==> src/rtl/zeroriscy_core2axi_ot.sv <==
// Core req/gnt/rvalid to single-beat AXI4 master bridge.
// Multiple in-flight transactions of one type; responses in order.
module zeroriscy_core2axi_ot #(
    parameter int                     ADDR_WIDTH      = 32,
    parameter int                     DATA_WIDTH      = 32,
    parameter int                     MAX_OUTSTANDING = 4,
    parameter int                     ID_WIDTH        = 1,
    parameter logic [ID_WIDTH-1:0]    AXI_ID          = '0,
    parameter logic [3:0]             AXI_CACHE       = 4'b0000,
    localparam int                    STRB            = DATA_WIDTH / 8,
    localparam int                    CW              = $clog2(MAX_OUTSTANDING + 1)
) (
    input  logic                  clk,
    input  logic                  reset,
    input  logic                  data_req_i,
    output logic                  data_gnt_o,
    output logic                  data_rvalid_o,
    input  logic [ADDR_WIDTH-1:0] data_addr_i,
    input  logic                  data_we_i,
    input  logic [STRB-1:0]       data_be_i,
    input  logic [DATA_WIDTH-1:0] data_wdata_i,
    output logic [DATA_WIDTH-1:0] data_rdata_o,
    output logic                  data_err_o,
    output logic [CW-1:0]         outstanding_o,
    output logic [ID_WIDTH-1:0]   M_AXI_AWID,
    output logic [ADDR_WIDTH-1:0] M_AXI_AWADDR,
    output logic [7:0]            M_AXI_AWLEN,
    output logic [2:0]            M_AXI_AWSIZE,
    output logic [1:0]            M_AXI_AWBURST,
    output logic [3:0]            M_AXI_AWCACHE,
    output logic                  M_AXI_AWVALID,
    input  logic                  M_AXI_AWREADY,
    output logic [DATA_WIDTH-1:0] M_AXI_WDATA,
    output logic [STRB-1:0]       M_AXI_WSTRB,
    output logic                  M_AXI_WLAST,
    output logic                  M_AXI_WVALID,
    input  logic                  M_AXI_WREADY,
    input  logic [ID_WIDTH-1:0]   M_AXI_BID,
    input  logic [1:0]            M_AXI_BRESP,
    input  logic                  M_AXI_BVALID,
    output logic                  M_AXI_BREADY,
    output logic [ID_WIDTH-1:0]   M_AXI_ARID,
    output logic [ADDR_WIDTH-1:0] M_AXI_ARADDR,
    output logic [7:0]            M_AXI_ARLEN,
    output logic [2:0]            M_AXI_ARSIZE,
    output logic [1:0]            M_AXI_ARBURST,
    output logic [3:0]            M_AXI_ARCACHE,
    output logic                  M_AXI_ARVALID,
    input  logic                  M_AXI_ARREADY,
    input  logic [ID_WIDTH-1:0]   M_AXI_RID,
    input  logic [DATA_WIDTH-1:0] M_AXI_RDATA,
    input  logic [1:0]            M_AXI_RRESP,
    input  logic                  M_AXI_RLAST,
    input  logic                  M_AXI_RVALID,
    output logic                  M_AXI_RREADY
);

    typedef enum logic [1:0] {
        MODE_IDLE = 2'd0,
        MODE_RD   = 2'd1,
        MODE_WR   = 2'd2
    } mode_e;

    localparam logic [CW-1:0] MAX_CNT = CW'(MAX_OUTSTANDING);

    mode_e                 mode_q, mode_d;
    logic [CW-1:0]         count_q, count_d;
    logic                  arvalid_q, arvalid_d;
    logic                  awvalid_q, awvalid_d;
    logic                  wvalid_q, wvalid_d;
    logic [ADDR_WIDTH-1:0] araddr_q, araddr_d;
    logic [ADDR_WIDTH-1:0] awaddr_q, awaddr_d;
    logic [DATA_WIDTH-1:0] wdata_q, wdata_d;
    logic [STRB-1:0]       wstrb_q, wstrb_d;
    logic [DATA_WIDTH-1:0] rdata_q, rdata_d;
    logic                  rvalid_q, rvalid_d;
    logic                  err_q, err_d;

    logic gnt, mode_ok, slot_ok;
    logic r_acc, b_acc, resp;
    logic unused_in;

    assign unused_in = ^{M_AXI_BID, M_AXI_RID, M_AXI_RLAST,
                         M_AXI_RRESP[0], M_AXI_BRESP[0]};

    // Accept requests, track AXI handshakes and collect in-order responses.
    always_comb begin
        mode_ok = (mode_q == MODE_IDLE) ||
                  (mode_q == MODE_RD && !data_we_i) ||
                  (mode_q == MODE_WR && data_we_i);
        slot_ok = data_we_i ? (!awvalid_q && !wvalid_q) : !arvalid_q;
        gnt     = data_req_i && !reset && (count_q < MAX_CNT) &&
                  slot_ok && mode_ok;
        // Responses are only taken when they match the in-flight type.
        r_acc   = M_AXI_RVALID && !reset && (mode_q == MODE_RD);
        b_acc   = M_AXI_BVALID && !reset && (mode_q == MODE_WR);
        resp    = r_acc || b_acc;

        arvalid_d = arvalid_q && !M_AXI_ARREADY;
        awvalid_d = awvalid_q && !M_AXI_AWREADY;
        wvalid_d  = wvalid_q && !M_AXI_WREADY;
        araddr_d  = araddr_q;
        awaddr_d  = awaddr_q;
        wdata_d   = wdata_q;
        wstrb_d   = wstrb_q;
        if (gnt && !data_we_i) begin
            arvalid_d = 1'b1;
            araddr_d  = data_addr_i;
        end
        if (gnt && data_we_i) begin
            awvalid_d = 1'b1;
            wvalid_d  = 1'b1;
            awaddr_d  = data_addr_i;
            wdata_d   = data_wdata_i;
            wstrb_d   = data_be_i;
        end

        count_d = count_q;
        if (gnt && !resp)
            count_d = count_q + 1'b1;
        else if (!gnt && resp)
            count_d = count_q - 1'b1;

        mode_d = mode_q;
        if (gnt)
            mode_d = data_we_i ? MODE_WR : MODE_RD;
        else if (count_d == '0)
            mode_d = MODE_IDLE;

        rvalid_d = resp;
        err_d    = 1'b0;
        rdata_d  = rdata_q;
        if (r_acc) begin
            err_d   = M_AXI_RRESP[1];
            rdata_d = M_AXI_RDATA;
        end else if (b_acc) begin
            err_d   = M_AXI_BRESP[1];
            rdata_d = '0;
        end
    end

    // State registers with synchronous reset.
    always_ff @(posedge clk) begin
        if (reset) begin
            mode_q    <= MODE_IDLE;
            count_q   <= '0;
            arvalid_q <= 1'b0;
            awvalid_q <= 1'b0;
            wvalid_q  <= 1'b0;
            araddr_q  <= '0;
            awaddr_q  <= '0;
            wdata_q   <= '0;
            wstrb_q   <= '0;
            rdata_q   <= '0;
            rvalid_q  <= 1'b0;
            err_q     <= 1'b0;
        end else begin
            mode_q    <= mode_d;
            count_q   <= count_d;
            arvalid_q <= arvalid_d;
            awvalid_q <= awvalid_d;
            wvalid_q  <= wvalid_d;
            araddr_q  <= araddr_d;
            awaddr_q  <= awaddr_d;
            wdata_q   <= wdata_d;
            wstrb_q   <= wstrb_d;
            rdata_q   <= rdata_d;
            rvalid_q  <= rvalid_d;
            err_q     <= err_d;
        end
    end

    assign data_gnt_o    = gnt;
    assign data_rvalid_o = rvalid_q;
    assign data_rdata_o  = rdata_q;
    assign data_err_o    = err_q;
    assign outstanding_o = count_q;

    assign M_AXI_AWID    = AXI_ID;
    assign M_AXI_AWADDR  = awaddr_q;
    assign M_AXI_AWLEN   = 8'd0;
    assign M_AXI_AWSIZE  = 3'($clog2(STRB));
    assign M_AXI_AWBURST = 2'b01;
    assign M_AXI_AWCACHE = AXI_CACHE;
    assign M_AXI_AWVALID = awvalid_q;
    assign M_AXI_WDATA   = wdata_q;
    assign M_AXI_WSTRB   = wstrb_q;
    assign M_AXI_WLAST   = 1'b1;
    assign M_AXI_WVALID  = wvalid_q;
    assign M_AXI_BREADY  = !reset;
    assign M_AXI_ARID    = AXI_ID;
    assign M_AXI_ARADDR  = araddr_q;
    assign M_AXI_ARLEN   = 8'd0;
    assign M_AXI_ARSIZE  = 3'($clog2(STRB));
    assign M_AXI_ARBURST = 2'b01;
    assign M_AXI_ARCACHE = AXI_CACHE;
    assign M_AXI_ARVALID = arvalid_q;
    assign M_AXI_RREADY  = !reset;

    // Responses with nothing of that type in flight are dropped; flag them.
    resp_unexpected_a: assert property (@(posedge clk) disable iff (reset)
        !((M_AXI_RVALID && mode_q != MODE_RD) ||
          (M_AXI_BVALID && mode_q != MODE_WR)));

endmodule

==> config.mk <==
export PLATFORM = sky130hd
export DESIGN_NAME = zeroriscy_core2axi_ot
export DESIGN_NICKNAME = d
export VERILOG_FILES = /design/src/rtl/zeroriscy_core2axi_ot.sv
export SDC_FILE = /design/constraint.sdc
export NUM_CORES = 1
export LEC_CHECK = 0
export ABC_AREA = 0
export CORE_ASPECT_RATIO = 1.25
export CORE_MARGIN = 10
export CORE_UTILIZATION = 39
export DETAILED_ROUTE_END_ITERATION = 16
export GPL_TIMING_DRIVEN = 0
export PLACE_DENSITY_LB_ADDON = 0.1
export SLEW_MARGIN = 40
export SYNTH_ARGS = -nofsm -noshare
export SYNTH_HDL_FRONTEND = slang
export SYNTH_SLANG_ARGS = --single-unit
==> constraint.sdc <==
create_clock -name clk -period 2 [get_ports clk]
set_input_delay 0.3 -clock clk [delete_from_list [all_inputs] [get_ports clk]]
set_output_delay 0.3 -clock clk [all_outputs]
set_load 0.01 [all_outputs]
==> metrics.yaml <==
status:
  status: "complete, no violations"
cells_and_area:
  area_growth_pct: 66.92
  insertedDiodeCount: 0
  num-nets-final: 1073
  drive_above_1_share_pct: 10.43
  fin_cells: 1139
logic_synthesis:
  postSynthAreaPerCell_um2: 8.247
  synth_flop_cell: "dfxtp_1"
  synth_xor_area_share_pct: 0
  synth.most_common_cell: "nand2_1"
  syn_inst: 648
  synth_area_leaders: "dfxtp_1 53%, nand2_1 14%, a21oi_1 9.8%, buf_4 5.3%, a22oi_1 4.5%"
  synth_top_area_cell: "dfxtp_1"
  synth.cell_area_um2: 5344
  synth-compound-area-share_pct: 15.66
  yosys.area_share.simple_pct: 19.81
  synthMuxAreaShare_pct: 0.9600
  synth_fa_ha_area_share_pct: 0.4683
  yosys-top-cells-count: "205 x nand2_1, 142 x dfxtp_1, 105 x a21oi_1"
  synth_edf_count: 0
  seq_area_frac_synth_pct: 53.20
  ys_seq_elements: 142
  synth_cell_type_count: 37
  async_reset_ff_share_pct: 0
  synth.top_cell.area_share_pct: 53.20
  ys_warn_count: 0
  synth_top_family_by_area: "simple AND/OR/NAND/NOR gates"
setup_path:
  max_stage_delay_ns: 0.39
  critPathLaunchType: "flop"
  required_ns: 1.70
  crit_buf_inv: 2
  critPathMaxFanout: 5
  worstSetupPathType: "flop to output pin"
  critPathTopFamily: "simple AND/OR/NAND/NOR gates"
  worstPathCellList: "nor4b_4 -> o21ai_4 -> inv_2 -> buf_2"
  arrival_ns: 1.54
  end_kind: "output pin"
  crit_path_top_delay_cell: "nor4b_4"
clocking:
  cts.clk_slew.worst_paths_ns: 0.06
  clock-sinks: 142
  htreeDepth: 4
  clock_path_buffers: 2
  cts_tree: "yes"
  hold_buffers: 0
  clock_latency_ns: 0.41
  numCtsBuffers: 17
  cts.root.buffer_cell: "clkbuf_16"
power:
  p_int_mw: 5.658
  power.share.clock_pct: 46.4
  leakage_nw: 3.382
  switching_power_mw: 1.682
  power_frac_seq_pct: 40.6
  p_comb_share_pct: 13.0
  swShare_pct: 22.92
  power.density_nw_per_um2: 822.9
  peakVddDrop_uv: 573.9
sta:
  finalHoldViolCount: 0
  relSlewSlack_pct: 62.32
  finalSetupViolations: 0
  post-route-period-util_pct: 92.10
  worst_clock_skew_ns: 0.008901
  layout_min_cycle_time_ns: 1.842
  rsz0062_at_grt: "no"
  max_freq_ghz: 0.5429
  worstMarginPinSlew_ns: 0.5652
  drv_slew: 0
  holdWs_ns: 0.4282
detailed_routing:
  wire_per_inst_um: 16.33
  vias: 5220
  wl_um: 18600
  drc: 0
  antenna_left: 0
  firstDrtPassIters: 4
  viasPerCell: 4.583
  drtIter0Drc: 252
floorplanning:
  dieArea_um2: 18810
  core-area_um2: 13350
  fp-row-count: 47
  die_y_um: 150.9
  fp.dieW_um: 124.7
  io_pins: 296
  initial_core_util_pct: 40.03
global_route:
  grt_max_degree: 19
  grt_pass1_wl_um: 28530
  track_usage_pct: 18.87
  grt_pass1_vias: 5207
  overflow: 0
  antenna_found_initial: 0
placed_design:
  port_buffers: 253
  gp_congestion: 0.8167
  dpl.cell_count: 1107
  hpwlAfterDp_um: 14390
run:
  max_cap_viol_count: 0
worst_hold_path:
  hold_path.class: "input port to flop"
layer usage:
layer	up-vias	track usage (%)	share of wire [%]
li1	2672	-	-
met1	2335	19.73	39
met2	193	32.95	50
met3	20	9.126	10
met4	0	5.776	1.6
met5	-	0	0
power by group through the flow:
stage	Sequential (mW)	Clock [mW]	Combinational [mW]
after CTS	2.98	3.47	0.953
final	2.98	3.41	0.952
after global routing	2.99	3.60	1.04
after global placement	3.04	0	0.938
after detailed placement	3.04	0	0.941
after floorplan	3.08	0	0.375
path summary, 6_finish.rpt:
kind                                    endpoint  cells after the start  slack [ns]             start
worst max-delay path                  data_gnt_o                      4        0.16      M_AXI_WVALID
worst min-delay path             M_AXI_WDATA[21]                      3        0.43  data_wdata_i[21]
worst max register to register  M_AXI_AWADDR[19]                      5        0.26      M_AXI_WVALID
worst min register to register    M_AXI_WDATA[1]                      2        0.45    M_AXI_WDATA[1]
final cells by class:
class                           instances  area, um^2
Tap cell                              171       214.0
Clock inverter                         10       158.9
Sequential cell                       142        2844
Buffer                                 82       504.2
Clock buffer                           22       484.2
Timing Repair Buffer                  254        2540
Inverter                                7       26.28
Multi-Input combinational cell        451        2148
Fill cell                            1199        4429
cell families (layout without fill, tap and decap cells):
family                   Yosys count  in the layout
multiplexers                       5              5
AND/OR/NAND/NOR                  261            261
buffers and inverters             90            375
flip-flops                       142            142
adder cells (fa/ha/maj)            2              2
AO/OA/AOI/OAI                    146            146
other                              2             37
worst reg2reg max path: cells and delay by family (launching register included):
| kind | cells | cell delay [ns] |
|---|---|---|
| compound gates | 1 | 0.07 |
| buf+inv | 1 | 0.34 |
| flops | 1 | 0.34 |
| simple gates | 3 | 0.86 |
state kept, by name, summed over array words and instances, names as in the netlist:
name	cells
M_AXI_WSTRB	4
M_AXI_ARADDR	32
M_AXI_ARVALID	1
M_AXI_AWVALID	1
data_rvalid_o	1
mode_q	2
M_AXI_WVALID	1
M_AXI_AWADDR	32
data_rdata_o	32
M_AXI_WDATA	32
data_err_o	1
outstanding_o	3
layout by cell type (no fill, tap or decap), types with 6 or more instances in the layout:
cell               n
clkdlybuf4s50_1  250
nand2_1          205
dfxtp_1          141
a21oi_1          105
buf_4             39
conb_1            37
nor2_1            34
a22oi_1           32
clkbuf_1          23
clkbuf_16         17
buf_2             15
inv_1              6
per-stage QoR:
| stage | instance area, um^2 | setup TNS, ns | setup slack (ns) | power (mW) | utilization, % |
|---|---|---|---|---|---|
| detailed placement | 8222 | -21.07 | -0.7028 | 3.980 | 61.59 |
| global placement | 8222 | -17.47 | -0.6765 | 3.973 | 61.59 |
| global route | 8920 | 0 | 0.06309 | 7.627 | 66.82 |
| floorplan | 5475 | 0 | 0.5049 | 3.452 | - |
| CTS | 8899 | -0.001065 | -0.001065 | 7.399 | 66.66 |
| finish | 8920 | 0 | 0.1580 | 7.340 | 66.82 |
timing repair:
| item | in CTS | in global routing |
|---|---|---|
| resized for setup | 11 | 9 |
| gates cloned | 0 | 0 |
| buffers inserted | 1 | 0 |
| endpoints found under the setup margin | 3 | 3 |
| pin swaps | 1 | 4 |
No activity file was read; power rests on OpenSTA's default activity.
